--- src/rtl/result_unloader_if.sv ---
// Host-side result stream: one partial sum per beat over valid/ready.
interface result_unloader_if #(
    parameter int unsigned PARTIAL_SUM_BW = 20
);
    logic                      out_valid;
    logic                      out_ready;
    logic [PARTIAL_SUM_BW-1:0] out_data;
    logic                      out_last;

    modport master (output out_valid, output out_data, output out_last, input out_ready);
    modport slave  (input out_valid, input out_data, input out_last, output out_ready);
endinterface

--- src/rtl/result_unloader.sv ---
// Walks a row range of the results SRAM and serializes each row,
// column 0 first, onto the host result stream.
module result_unloader #(
    parameter int unsigned ADDRESSSIZE    = 10,
    parameter int unsigned PARTIAL_SUM_BW = 20,
    parameter int unsigned MATRIX_SIZE    = 8
) (
    input  logic                                  clk,
    input  logic                                  rstn,
    input  logic                                  start,
    input  logic [ADDRESSSIZE-1:0]                base_addr,
    input  logic [ADDRESSSIZE:0]                  num_rows,
    output logic                                  busy,
    output logic                                  done,
    output logic [ADDRESSSIZE-1:0]                res_addr,
    output logic                                  res_we,
    input  logic [MATRIX_SIZE*PARTIAL_SUM_BW-1:0] res_rdata,
    result_unloader_if.master                     out_if
);
    localparam int unsigned ROW_W = MATRIX_SIZE * PARTIAL_SUM_BW;
    localparam int unsigned CNT_W = ADDRESSSIZE + 1;
    localparam int unsigned COL_W = $clog2(MATRIX_SIZE);
    localparam logic [COL_W-1:0] LAST_COL = COL_W'(MATRIX_SIZE - 1);

    typedef enum logic [2:0] {
        S_IDLE,
        S_ADDR,
        S_LOAD,
        S_SEND,
        S_DONE
    } state_e;

    state_e                   state_q, state_d;
    logic [ADDRESSSIZE-1:0]   addr_q, addr_d;
    logic [CNT_W-1:0]         rows_q, rows_d;
    logic [COL_W-1:0]         col_q, col_d;
    logic [ROW_W-1:0]         shift_q, shift_d;
    logic                     busy_q, busy_d;
    logic                     done_q, done_d;
    logic                     valid_q, valid_d;
    logic                     last_q, last_d;

    // rows_q counts rows still owed, including the one in flight.
    always_comb begin
        state_d = state_q;
        addr_d  = addr_q;
        rows_d  = rows_q;
        col_d   = col_q;
        shift_d = shift_q;

        unique case (state_q)
            S_IDLE: begin
                if (start) begin
                    if (num_rows != '0) begin
                        addr_d  = base_addr;
                        rows_d  = num_rows;
                        state_d = S_ADDR;
                    end else begin
                        state_d = S_DONE;
                    end
                end
            end
            S_ADDR: state_d = S_LOAD;
            S_LOAD: begin
                shift_d = res_rdata;
                col_d   = '0;
                state_d = S_SEND;
            end
            S_SEND: begin
                if (out_if.out_ready) begin
                    shift_d = shift_q >> PARTIAL_SUM_BW;
                    col_d   = col_q + COL_W'(1);
                    if (col_q == LAST_COL) begin
                        if (rows_q != CNT_W'(1)) begin
                            rows_d  = rows_q - CNT_W'(1);
                            addr_d  = addr_q + ADDRESSSIZE'(1);
                            state_d = S_ADDR;
                        end else begin
                            state_d = S_DONE;
                        end
                    end
                end
            end
            S_DONE: state_d = S_IDLE;
            default: state_d = S_IDLE;
        endcase

        // Status outputs are precomputed from the next state so they come straight from flops.
        busy_d  = (state_d != S_IDLE);
        done_d  = (state_d == S_DONE);
        valid_d = (state_d == S_SEND);
        last_d  = (state_d == S_SEND) && (rows_d == CNT_W'(1)) && (col_d == LAST_COL);
    end

    always_ff @(posedge clk or negedge rstn) begin
        if (!rstn) begin
            state_q <= S_IDLE;
            addr_q  <= '0;
            rows_q  <= '0;
            col_q   <= '0;
            shift_q <= '0;
            busy_q  <= 1'b0;
            done_q  <= 1'b0;
            valid_q <= 1'b0;
            last_q  <= 1'b0;
        end else begin
            state_q <= state_d;
            addr_q  <= addr_d;
            rows_q  <= rows_d;
            col_q   <= col_d;
            shift_q <= shift_d;
            busy_q  <= busy_d;
            done_q  <= done_d;
            valid_q <= valid_d;
            last_q  <= last_d;
        end
    end

    assign busy             = busy_q;
    assign done             = done_q;
    assign res_addr         = addr_q;
    assign res_we           = 1'b0;
    assign out_if.out_valid = valid_q;
    assign out_if.out_data  = shift_q[PARTIAL_SUM_BW-1:0];
    assign out_if.out_last  = last_q;
endmodule

--- src/flat_wrapper.sv ---
// flat-port wrapper written by rule: the top's interface ports become plain ports
module result_unloader_flat 
#(
    parameter int unsigned ADDRESSSIZE    = 10,
    parameter int unsigned PARTIAL_SUM_BW = 20,
    parameter int unsigned MATRIX_SIZE    = 8
)
  (clk, rstn, start, base_addr, num_rows, busy, done, res_addr, res_we, res_rdata, out_if_out_valid, out_if_out_data, out_if_out_last, out_if_out_ready);
  result_unloader_if #(.PARTIAL_SUM_BW(PARTIAL_SUM_BW)) out_if_i ();
  input  logic clk;
  input  logic rstn;
  input  logic start;
  input  logic [ADDRESSSIZE-1:0] base_addr;
  input  logic [ADDRESSSIZE:0] num_rows;
  output logic busy;
  output logic done;
  output logic [ADDRESSSIZE-1:0] res_addr;
  output logic res_we;
  input  logic [MATRIX_SIZE*PARTIAL_SUM_BW-1:0] res_rdata;
  output wire logic [$bits(out_if_i.out_valid)-1:0] out_if_out_valid;
  output wire logic [$bits(out_if_i.out_data)-1:0] out_if_out_data;
  output wire logic [$bits(out_if_i.out_last)-1:0] out_if_out_last;
  input wire logic [$bits(out_if_i.out_ready)-1:0] out_if_out_ready;
  assign out_if_out_valid = out_if_i.out_valid;
  assign out_if_out_data = out_if_i.out_data;
  assign out_if_out_last = out_if_i.out_last;
  assign out_if_i.out_ready = out_if_out_ready;
  result_unloader #(.ADDRESSSIZE(ADDRESSSIZE), .PARTIAL_SUM_BW(PARTIAL_SUM_BW), .MATRIX_SIZE(MATRIX_SIZE)) u_core (.clk(clk), .rstn(rstn), .start(start), .base_addr(base_addr), .num_rows(num_rows), .busy(busy), .done(done), .res_addr(res_addr), .res_we(res_we), .res_rdata(res_rdata), .out_if(out_if_i));
endmodule
--- config.mk ---
export PLATFORM = sky130hd
export DESIGN_NAME = result_unloader_flat
export DESIGN_NICKNAME = d
export VERILOG_FILES = /design/src/rtl/result_unloader_if.sv /design/src/rtl/result_unloader.sv /design/src/flat_wrapper.sv
export SDC_FILE = /design/constraint.sdc
export NUM_CORES = 1
export LEC_CHECK = 0
export CAP_MARGIN = 0
export CORE_MARGIN = 1
export CORE_UTILIZATION = 50
export DETAILED_ROUTE_END_ITERATION = 10
export PLACE_DENSITY = 0.92
export SYNTH_ARGS = -nofsm -noshare
export SYNTH_HDL_FRONTEND = slang
export SYNTH_SLANG_ARGS = --single-unit
--- constraint.sdc ---
create_clock -name clk -period 3.3 [get_ports clk]
set_clock_uncertainty 0.2 [all_clocks]
set_input_delay 0.66 -clock clk [delete_from_list [all_inputs] [get_ports clk]]
set_output_delay 0.66 -clock clk [all_outputs]
set_load 0.01 [all_outputs]
==> flow_summary.rst <==
.. list-table::
   :header-rows: 1

   * - Metric
     - Value
   * - Layout cells sized above 1
     - 4.94%
   * - Number of hold buffers added after CTS
     - 0
   * - Least-Margin Pin Slew
     - 0.697 ns
   * - Net count after synthesis
     - between 1000 and 1500
   * - Final count of hold timing violations
     - 0
   * - Setup-violating endpoint count in the final report
     - 0
   * - Non-filler cells, final
     - about 1300
   * - Area enclosed by the die boundary
     - roughly 19000 um2
   * - Core area
     - 18000 um2
   * - Startpoint of the worst register-to-register path
     - u_core.col_q[0]
   * - Fillers
     - 1400
   * - Cell count after synthesis
     - around 890
   * - Cell area power density
     - 696 nW/um2
   * - Path depth of the worst reg2reg path
     - 8
   * - Worst slew margin
     - roughly 53%
   * - Max Slew Vio Count
     - 0
   * - Clock latency reported for the late side of the worst-skew pair
     - around 0.43 ns
   * - Sw Pwr
     - around 2700 uW
   * - Class of the worst hold path
     - primary input to async pin
   * - Net count, final
     - about 1200
   * - Post-synthesis instance area
     - 9160 um2
   * - FF/Latch Area
     - about 4800 um2
   * - Setup tns final
     - 0 ns
   * - Run status
     - finished, final reports clean
   * - Data required time of the critical path
     - 3.43 ns
   * - Initial cell density of the core
     - around 50%
   * - Kind of start point of the critical path
     - flip-flop
   * - Fmax achieved
     - 353 MHz
   * - Clock slew at reported path FFs
     - about 0.07 ns
   * - R2R setup slack
     - 0.46 ns
   * - Cell Rows
     - 49
   * - Seq/Total Area, Yosys
     - between 50% and 60%
   * - Weighted congestion reported at the end of routability-driven placement
     - between 0.9 and 1
   * - Post-DRT Antenna Nets
     - 0
   * - Number of maximum-capacitance constraint violations
     - 0
   * - Reported leakage power
     - between 0.005 and 0.006 uW
   * - RSZ-0062 raised after global routing
     - false
   * - TritonRoute pass-1 iters
     - 5
   * - Via Count
     - between 7000 and 8000
   * - Clk network pwr share
     - between 20% and 30%
   * - Part of the power in combinational logic
     - a little under a third
   * - Chip Width
     - ~140 um
   * - Commonest register cell after synthesis
     - dfrtp_1
   * - Port buffer count
     - approximately 220
   * - Deepest level of the CTS H-tree
     - 4
   * - Largest net degree at the start of global routing
     - roughly 180
   * - Wire length of the first global-routing pass
     - around 35000 um
   * - Worst Path Arrival
     - between 2 and 3 ns
   * - Avg Synthesized Cell Area
     - about 10 um2
   * - Inserted Clock Buffers
     - 17
   * - Routed WL per cell
     - roughly 18 um
   * - Endpoint type of the worst setup path
     - flip-flop
   * - Internal cell power
     - 5600 uW
   * - Critical path type
     - flip-flop to flip-flop
   * - Boundary Pins
     - 220
   * - Worst R2R End
     - u_core.out_if.out_last
   * - Ratio of routed vias to standard cells
     - 5.45
   * - Warnings from Yosys
     - 0
   * - Number of buffers inserted to repair setup after CTS
     - 0
   * - Multi-input gate area in the final layout
     - just under 4000 um2
   * - Commonest cells after routing, fill and taps aside
     - 217 x clkdlybuf4s50_1, 191 x dfrtp_1, 172 x nand2_1
   * - HPWL reported at the end of detailed placement
     - ~17000 um
   * - Fin crit share
     - about 86%
   * - Area growth, synth to finish
     - 30.8%
   * - Via count of the first global-routing pass
     - slightly below 7000
   * - Maximum fanout count along the critical path
     - 8
   * - Aggregate global routing overflow
     - 0
   * - Net switching fraction of the power
     - between 30 and 40%
   * - Final min period
     - about 2.8 ns
   * - TritonCTS clock tree
     - built
   * - Post-cts repair resize count
     - 0
   * - Number of enable-type register cells in the synthesized netlist
     - 0
   * - Dpl cells
     - between 1000 and 1500
   * - Distinct cell type count after synthesis
     - between 50 and 60
   * - Sequential Power Share
     - between 40% and 50%
   * - Buffer depth of the longest clock path
     - 2
   * - Wire length after detailed routing
     - 23000 um
   * - Worst Setup SP
     - u_core.col_q[0]
   * - Residual DRC count
     - 0
   * - Root Buffer
     - clkbuf_16
   * - Worst IR Drop VDD
     - a little under 0.4 mV
   * - Number of flip-flops and latches in the synthesized netlist
     - about 190
   * - Proportion of register bits with asynchronous set or reset after synthesis
     - 100%
   * - Most common cell after layout, fill and taps aside
     - clkdlybuf4s50_1
   * - # clock sinks
     - between 150 and 200
   * - Vert. Die Dim
     - roughly 140 um
   * - Global-route usage over all layers
     - between 20% and 30%
   * - Initial antenna violation count
     - 2
   * - Final worst hold slack
     - about 0.047 ns
   * - Starting DRT DRC Count
     - 407
-- critical path: stages, from the launching register on --
cell	delay, ns
dfrtp_1	0.40
ha_1	0.17
ha_1	0.36
and4bb_4	0.32
nand4b_1	0.12
mux2_1	0.34
a221oi_1	0.40
nand4_1	0.17
nor4_2	0.26
-- logic make-up (layout without fill, tap and decap cells) --
logic type,after synthesis,count (layout),synth area share [%]
and+or+nand+nor,240,240,11.9
AOI/OAI and AO/OA,220,220,14.0
DFF,191,191,52.2
muxes,146,146,16.0
buffers and inverters,88,267,5.00
adders and majority gates,5,5,0.683
xor gates and xnor gates,2,2,0.191
other,1,3,0.0410
-- Yosys cell counts, drive strengths merged, types with 2 or more instances --
library cell    n  share of area, %
inv             7              0.29
nor4b           3              0.52
o21ai         152               8.3
nor2           19              0.78
nor4            4              0.41
nand4b          4              0.38
nand4           5              0.34
a31oi           6              0.41
ha              5              0.68
dfrtp         191                52
nand2b          2              0.14
nand2         172               7.1
nand3           7              0.38
mux2i         145                16
o211ai          6              0.49
a221oi          2              0.26
or3             4              0.27
and3            2              0.14
a21oi          15              0.86
or4b            2              0.22
xnor2           2              0.19
a22o           21               2.0
and2            3              0.20
buf            58               3.8
clkbuf         23              0.94
o22ai           5              0.34
nor3            6              0.33
-- power by group through the flow --
stage | clock [uW] | sequential (uW) | combinational (uW)
floorplan | 0 | 3540 | 1740
global placement | 0 | 3670 | 2460
detailed placement | 0 | 3720 | 2550
CTS | 2160 | 3680 | 2560
global route | 2250 | 3780 | 2830
finish | 2120 | 3680 | 2530
-- sequential cells by signal, indices dropped and copies added, names as in the netlist --
register / count
u_core.busy: 1
u_core.col_q: 3
u_core.done: 1
u_core.out_if.out_last: 1
u_core.out_if.out_valid: 1
u_core.res_addr: 10
u_core.rows_q: 11
u_core.shift_q: 160
u_core.state_q: 3
-- stage by stage --
step / setup slack, ns / total power, uW / cell area (um2) / util, %
2_1_floorplan: 0.868 / 5280 / 9160 / -
3_3_place_gp: 0.307 / 6130 / 11400 / 63.3
3_5_place_dp: 0.289 / 6260 / 11400 / 63.3
4_1_cts: 0.514 / 8390 / 12000 / 66.6
5_1_grt: 0.315 / 8860 / 12000 / 66.7
6_report: 0.464 / 8330 / 12000 / 66.7
-- final cells by class --
cell class / instances / area share [%]
Multi-Input combinational cell: 614 / 32.8
Clock buffer: 21 / 3.76
Tap cell: 229 / 2.39
Inverter: 7 / 0.219
Timing Repair Buffer: 228 / 19.5
Clock inverter: 11 / 1.32
Antenna cell: 2 / 0.0418
Sequential cell: 191 / 39.9
-- layer usage --
metal	part of all wire, %	routed length (um)	track usage [%]	vias to the layer above
li1	-	-	-	3475
met1	44	10200	32.8	3362
met2	47	10900	39.2	219
met3	5.2	1190	4.78	44
met4	3.1	714	12.0	0
met5	0	0	0	-
-- worst max path at each step --
| stage | endpoint | slack [ns] | cells past startpoint |
|---|---|---|---|
| floorplan | u_core.out_if.out_last | 0.87 | 8 |
| global route | u_core.out_if.out_last | 0.32 | 7 |
| detailed placement | u_core.out_if.out_last | 0.29 | 6 |
| CTS | u_core.out_if.out_last | 0.51 | 8 |
| finish | u_core.out_if.out_last | 0.46 | 8 |
| global placement | u_core.out_if.out_last | 0.31 | 6 |
Note: power is estimated with default switching activity, not from simulation.
